**src/rtl/uart_rx_8n1.sv**
```systemverilog
// uart_rx_8n1 -- 16x oversampling 8N1 UART receiver.
//
// Produces the 8-bit control byte for the downstream core from the raw serial
// line. The last correctly framed byte is held on data_out between frames.
//
// Ports:
//   clk        system clock, all logic on the rising edge
//   rst        asynchronous active-high reset
//   uart_in    raw serial line, idle high, asynchronous to clk
//   data_out   last good received byte, held until the next good frame
//   data_valid one-cycle pulse when data_out is updated
//   frame_err  one-cycle pulse when a frame's stop bit samples low
//   busy       high while a frame is in progress (state != IDLE)
module uart_rx_8n1 #(
    parameter int CLK_FREQ   = 100_000_000,
    parameter int BAUD       = 9600,
    parameter int OVERSAMPLE = 16
) (
    input  logic       clk,
    input  logic       rst,
    input  logic       uart_in,
    output logic [7:0] data_out,
    output logic       data_valid,
    output logic       frame_err,
    output logic       busy
);
    localparam int DIV = CLK_FREQ / (BAUD * OVERSAMPLE);
    localparam int DW  = (DIV > 1) ? $clog2(DIV) : 1;

    typedef enum logic [2:0] {IDLE, START, DATA, STOP, BRK} state_t;

    state_t        state;
    logic          rx_meta;
    logic          rx_s;
    logic [DW-1:0] divcnt;
    logic          tick;
    logic [3:0]    tcnt;
    logic [2:0]    bitcnt;
    logic [7:0]    shift;

    // Two-flop synchronizer; resets to the idle (high) line level.
    always_ff @(posedge clk or posedge rst) begin
        if (rst) begin
            rx_meta <= 1'b1;
            rx_s    <= 1'b1;
        end else begin
            rx_meta <= uart_in;
            rx_s    <= rx_meta;
        end
    end

    assign tick = (divcnt == DW'(DIV - 1));

    always_ff @(posedge clk or posedge rst) begin
        if (rst) begin
            state      <= IDLE;
            divcnt     <= '0;
            tcnt       <= '0;
            bitcnt     <= '0;
            shift      <= '0;
            data_out   <= 8'h00;
            data_valid <= 1'b0;
            frame_err  <= 1'b0;
            busy       <= 1'b0;
        end else begin
            data_valid <= 1'b0;
            frame_err  <= 1'b0;
            divcnt     <= tick ? '0 : divcnt + 1'b1;

            case (state)
                IDLE: begin
                    // Restart the tick divider on the falling edge so every
                    // later sample point is measured from the start of the frame.
                    if (!rx_s) begin
                        state  <= START;
                        divcnt <= '0;
                        tcnt   <= '0;
                        busy   <= 1'b1;
                    end
                end
                START: begin
                    if (tick) begin
                        if (tcnt == 4'd7) begin
                            // Mid start bit: a high line here was only a glitch.
                            if (rx_s) begin
                                state <= IDLE;
                                busy  <= 1'b0;
                            end else begin
                                state  <= DATA;
                                tcnt   <= '0;
                                bitcnt <= '0;
                            end
                        end else begin
                            tcnt <= tcnt + 4'd1;
                        end
                    end
                end
                DATA: begin
                    if (tick) begin
                        // tcnt wraps 15 -> 0, so each bit starts a fresh count.
                        tcnt <= tcnt + 4'd1;
                        if (tcnt == 4'd15) begin
                            shift[bitcnt] <= rx_s;
                            bitcnt        <= bitcnt + 3'd1;
                            if (bitcnt == 3'd7) state <= STOP;
                        end
                    end
                end
                STOP: begin
                    if (tick) begin
                        tcnt <= tcnt + 4'd1;
                        if (tcnt == 4'd15) begin
                            if (rx_s) begin
                                data_out   <= shift;
                                data_valid <= 1'b1;
                                state      <= IDLE;
                                busy       <= 1'b0;
                            end else begin
                                frame_err <= 1'b1;
                                state     <= BRK;
                            end
                        end
                    end
                end
                BRK: begin
                    // A line held low must go high before a new start is accepted.
                    if (rx_s) begin
                        state <= IDLE;
                        busy  <= 1'b0;
                    end
                end
                default: begin
                    state <= IDLE;
                    busy  <= 1'b0;
                end
            endcase
        end
    end
endmodule

```
**config.mk**
```make
export PLATFORM = sky130hd
export DESIGN_NAME = uart_rx_8n1
export DESIGN_NICKNAME = d
export VERILOG_FILES = /design/src/rtl/uart_rx_8n1.sv
export SDC_FILE = /design/constraint.sdc
export NUM_CORES = 1
export LEC_CHECK = 0
export ABC_AREA = 0
export BUFFER_PORTS_ARGS = -buffer_cell sky130_fd_sc_hd__buf_2
export CORE_MARGIN = 2
export CORE_UTILIZATION = 45
export CTS_CLUSTER_DIAMETER = 100
export DETAILED_ROUTE_END_ITERATION = 10
export GPL_ROUTABILITY_DRIVEN = 0
export HOLD_SLACK_MARGIN = 0.05
export SYNTH_ARGS = -nofsm -noshare
export SYNTH_HDL_FRONTEND = slang
export SYNTH_SLANG_ARGS = --single-unit
export TNS_END_PERCENT = 50
```
**constraint.sdc**
```tcl
create_clock -name clk -period 3.5 [get_ports clk]
set_clock_uncertainty 0.15 [all_clocks]
set_input_delay 0.7 -clock clk [delete_from_list [all_inputs] [get_ports clk]]
set_output_delay 0.7 -clock clk [all_outputs]
set_load 0.01 [all_outputs]
```
==> run summary <==
Worst path arrival time: 2300 ps
Most frequent cells in the layout: dfrtp_1 (39), nor2_1 (18), mux2_2 (17), buf_2 (13), nand2_1 (10)
VDD IR max: 0.2888 mV
I/O pin count: 14
Critical path type: flop to flop
Total grt overflow: 0
Fin nets: 198
Cts repair resizes: 0
Yosys cell types: 40
Final Max Slew Viols: 0
Clock Path Buffers: 2
Fmax: 0.4387 GHz
Syn. warnings: 0
Clock transition at path regs: 80 ps
Net Switching: 168.8 uW
Pre-Repair DR Iteration Count: 4
Setup crit end kind: flop
DP Wirelength: 2479 um
WP data required: 3520 ps
Port-buffer cells: 13
Net Sw Frac: 19.67%
DRC: 0
Final critical-path share of the clock period: 65.12%
Vias in the first global route: 1378
Inserted Diodes: 0
Inserted Clock Buffers: 5
Leak: 1.039 nW
Core Region: 4324 sq um
Share of cells above drive strength 1: 24.61%
Post-CTS Setup Bufs: 0
Clk root buf: clkbuf_8
Synth Register Bits: 41
Syn nets: 188
Final core occ: 50.81%
CTS tree: built
Sink Count: 41
Area Overhead vs Synth: 9.068%
Final setup vio count: 0
Power share of the sequential group: 55.8%
Global-route wire length before repair: 6223 um
ANT nets after route: 0
Hold Crit Depth: 0
Slew of the pin with the lowest slew margin: 663.7 ps
FF-to-FF path depth: 4
CP Launch Type: flop
Syn_area_per_cell: 11.19 sq um
Gr usage total: 15.71%
Most common cell after layout, fill and taps aside: dfrtp_1
Maximum number of pins on one net before global-route repair: 42
Antenna violations before repair: 0
Final min period: 2279 ps
Clock latency on the worst-skew pair: 280 ps
Site row count: 24
Syn Inst Count: 180
R2r setup slk: 1220 ps
Unrepaired setup endpoints after global routing: false
Slew headroom: 55.35%
PwrDens: 390.7 nW/um^2
Seq/Total Area, Yosys: 51.06%
Drt total wl: 3506 um
Clk network pwr share: 42.8%
Die footprint: 5028 sq um
Crit Path Max Fanout: 8
Via density: 5.601
Worst Hold Class: flop to flop
Vias: 1361
Max_cap viols: 0
Die height: 70.91 um
Setup TNS: 0 ps
Fillers: 412
Status: complete, no violations
P_int: 689.5 uW
H-tree depth: 2
Synthesized area: 2014 sq um
Fin. Hold Viols: 0
Hold_buf cts: 0
Die width: 70.91 um
Initial core utilization: 46.59%
Initial DRC count: 121
Combinational share of power: 1.4%
Wirelength per Cell: 14.43 um
[final cells by class]
| type | instances | area (sq um) | share of cell area [%] |
|---|---|---|---|
| clock buffer | 6 | 72.57 | 3.303 |
| clock inverter | 2 | 35.03 | 1.595 |
| inverter | 7 | 26.28 | 1.196 |
| multi-input combinational | 121 | 897.1 | 40.83 |
| sequential | 41 | 1028 | 46.81 |
| tap | 52 | 65.06 | 2.961 |
| timing repair buffer | 14 | 72.57 | 3.303 |
[critical path, cell delays in order (launching register included)]
cell     delay [ps]
dfrtp_1         450
nor4b_4         400
and4b_2         330
and4_1          440
mux2_2          380
[cells in the mapped netlist]
library cell	number	area [sq um]
and4bb_2	1	12.51
dfstp_2	2	52.55
mux2i_1	1	10.01
mux2_2	17	191.4
nand3_1	6	30.03
nor2_1	18	67.56
nand2_1	10	37.54
buf_2	1	5.000
o2bb2ai_1	1	8.760
o21bai_1	1	7.510
and4b_2	1	11.26
clkbuf_8	2	27.53
and3_1	1	6.260
xnor2_1	4	35.03
and3b_1	2	17.52
nand2b_1	1	6.260
nand3_2	1	10.01
nor4_1	2	12.51
ha_1	5	62.56
o21ai_0	2	10.01
a21o_1	3	22.52
inv_1	7	26.28
nor2b_1	3	18.77
clkbuf_1	8	30.03
a21oi_1	4	20.02
nor3_1	4	20.02
xor2_1	6	52.55
nor4b_1	4	35.03
a311oi_1	2	17.52
a31o_2	1	8.760
and3_2	1	7.510
a31oi_1	5	31.28
or4_4	1	11.26
and4_1	3	26.28
nand4_1	5	31.28
a22o_1	2	17.52
o32ai_1	1	8.760
nor4b_4	1	23.77
or4_1	1	7.510
dfrtp_1	39	975.9
[metrics by stage]
stage	hold slack, ps	power, mW	instance area, sq um	std cells	worst slack, ps
after floorplan	195.2	0.4956	2014	180	1476
after global placement	198.7	0.5009	2090	235	1224
after detailed placement	199.8	0.5012	2090	235	1216
after CTS	210.6	0.8703	2197	243	1201
after global routing	212.2	0.8921	2197	243	1013
final	207.7	0.8583	2197	243	1221
[state kept, by name, summed over array words and instances (netlist names)]
signal and cells:
shift 8, busy 1, rx_meta 1, bitcnt 3, rx_s 1, tcnt 4
data_out 8, frame_err 1, state 3, data_valid 1, divcnt 10
[cells by family after synthesis]
kind of cell | synth area share, %
buffers and inverters | 4.410
AOI/OAI and AO/OA | 7.578
and+or+nand+nor | 19.50
muxes | 10.00
DFF | 51.06
xor gates and xnor gates | 4.348
adders and majority gates | 3.106
[routing by layer]
layer | share of wire [%] | GRT usage [%] | vias up
met5 | 0 | 0 | -
li1 | - | - | 664
met2 | 49 | 25.34 | 20
met4 | 0.97 | 5.451 | 0
met1 | 46 | 20.07 | 672
met3 | 3.8 | 4.986 | 5
[power by group through the flow]
stage	Combinational [mW]	Sequential [mW]	Clock [mW]
finish	0.0123	0.479	0.367
global route	0.0147	0.479	0.398
CTS	0.0132	0.479	0.378
detailed placement	0.0132	0.488	0
global placement	0.0130	0.488	0
floorplan	0.0107	0.485	0
[worst paths after layout]
path                            from          end
setup / recovery           divcnt[5]  data_out[7]
hold reg to reg              rx_meta         rx_s
hold / removal               rx_meta         rx_s
setup reg to reg           divcnt[5]  data_out[7]
min in group asynchronous        rst    divcnt[4]
max in group asynchronous        rst      rx_meta
No activity file was read; power rests on OpenSTA's default activity.
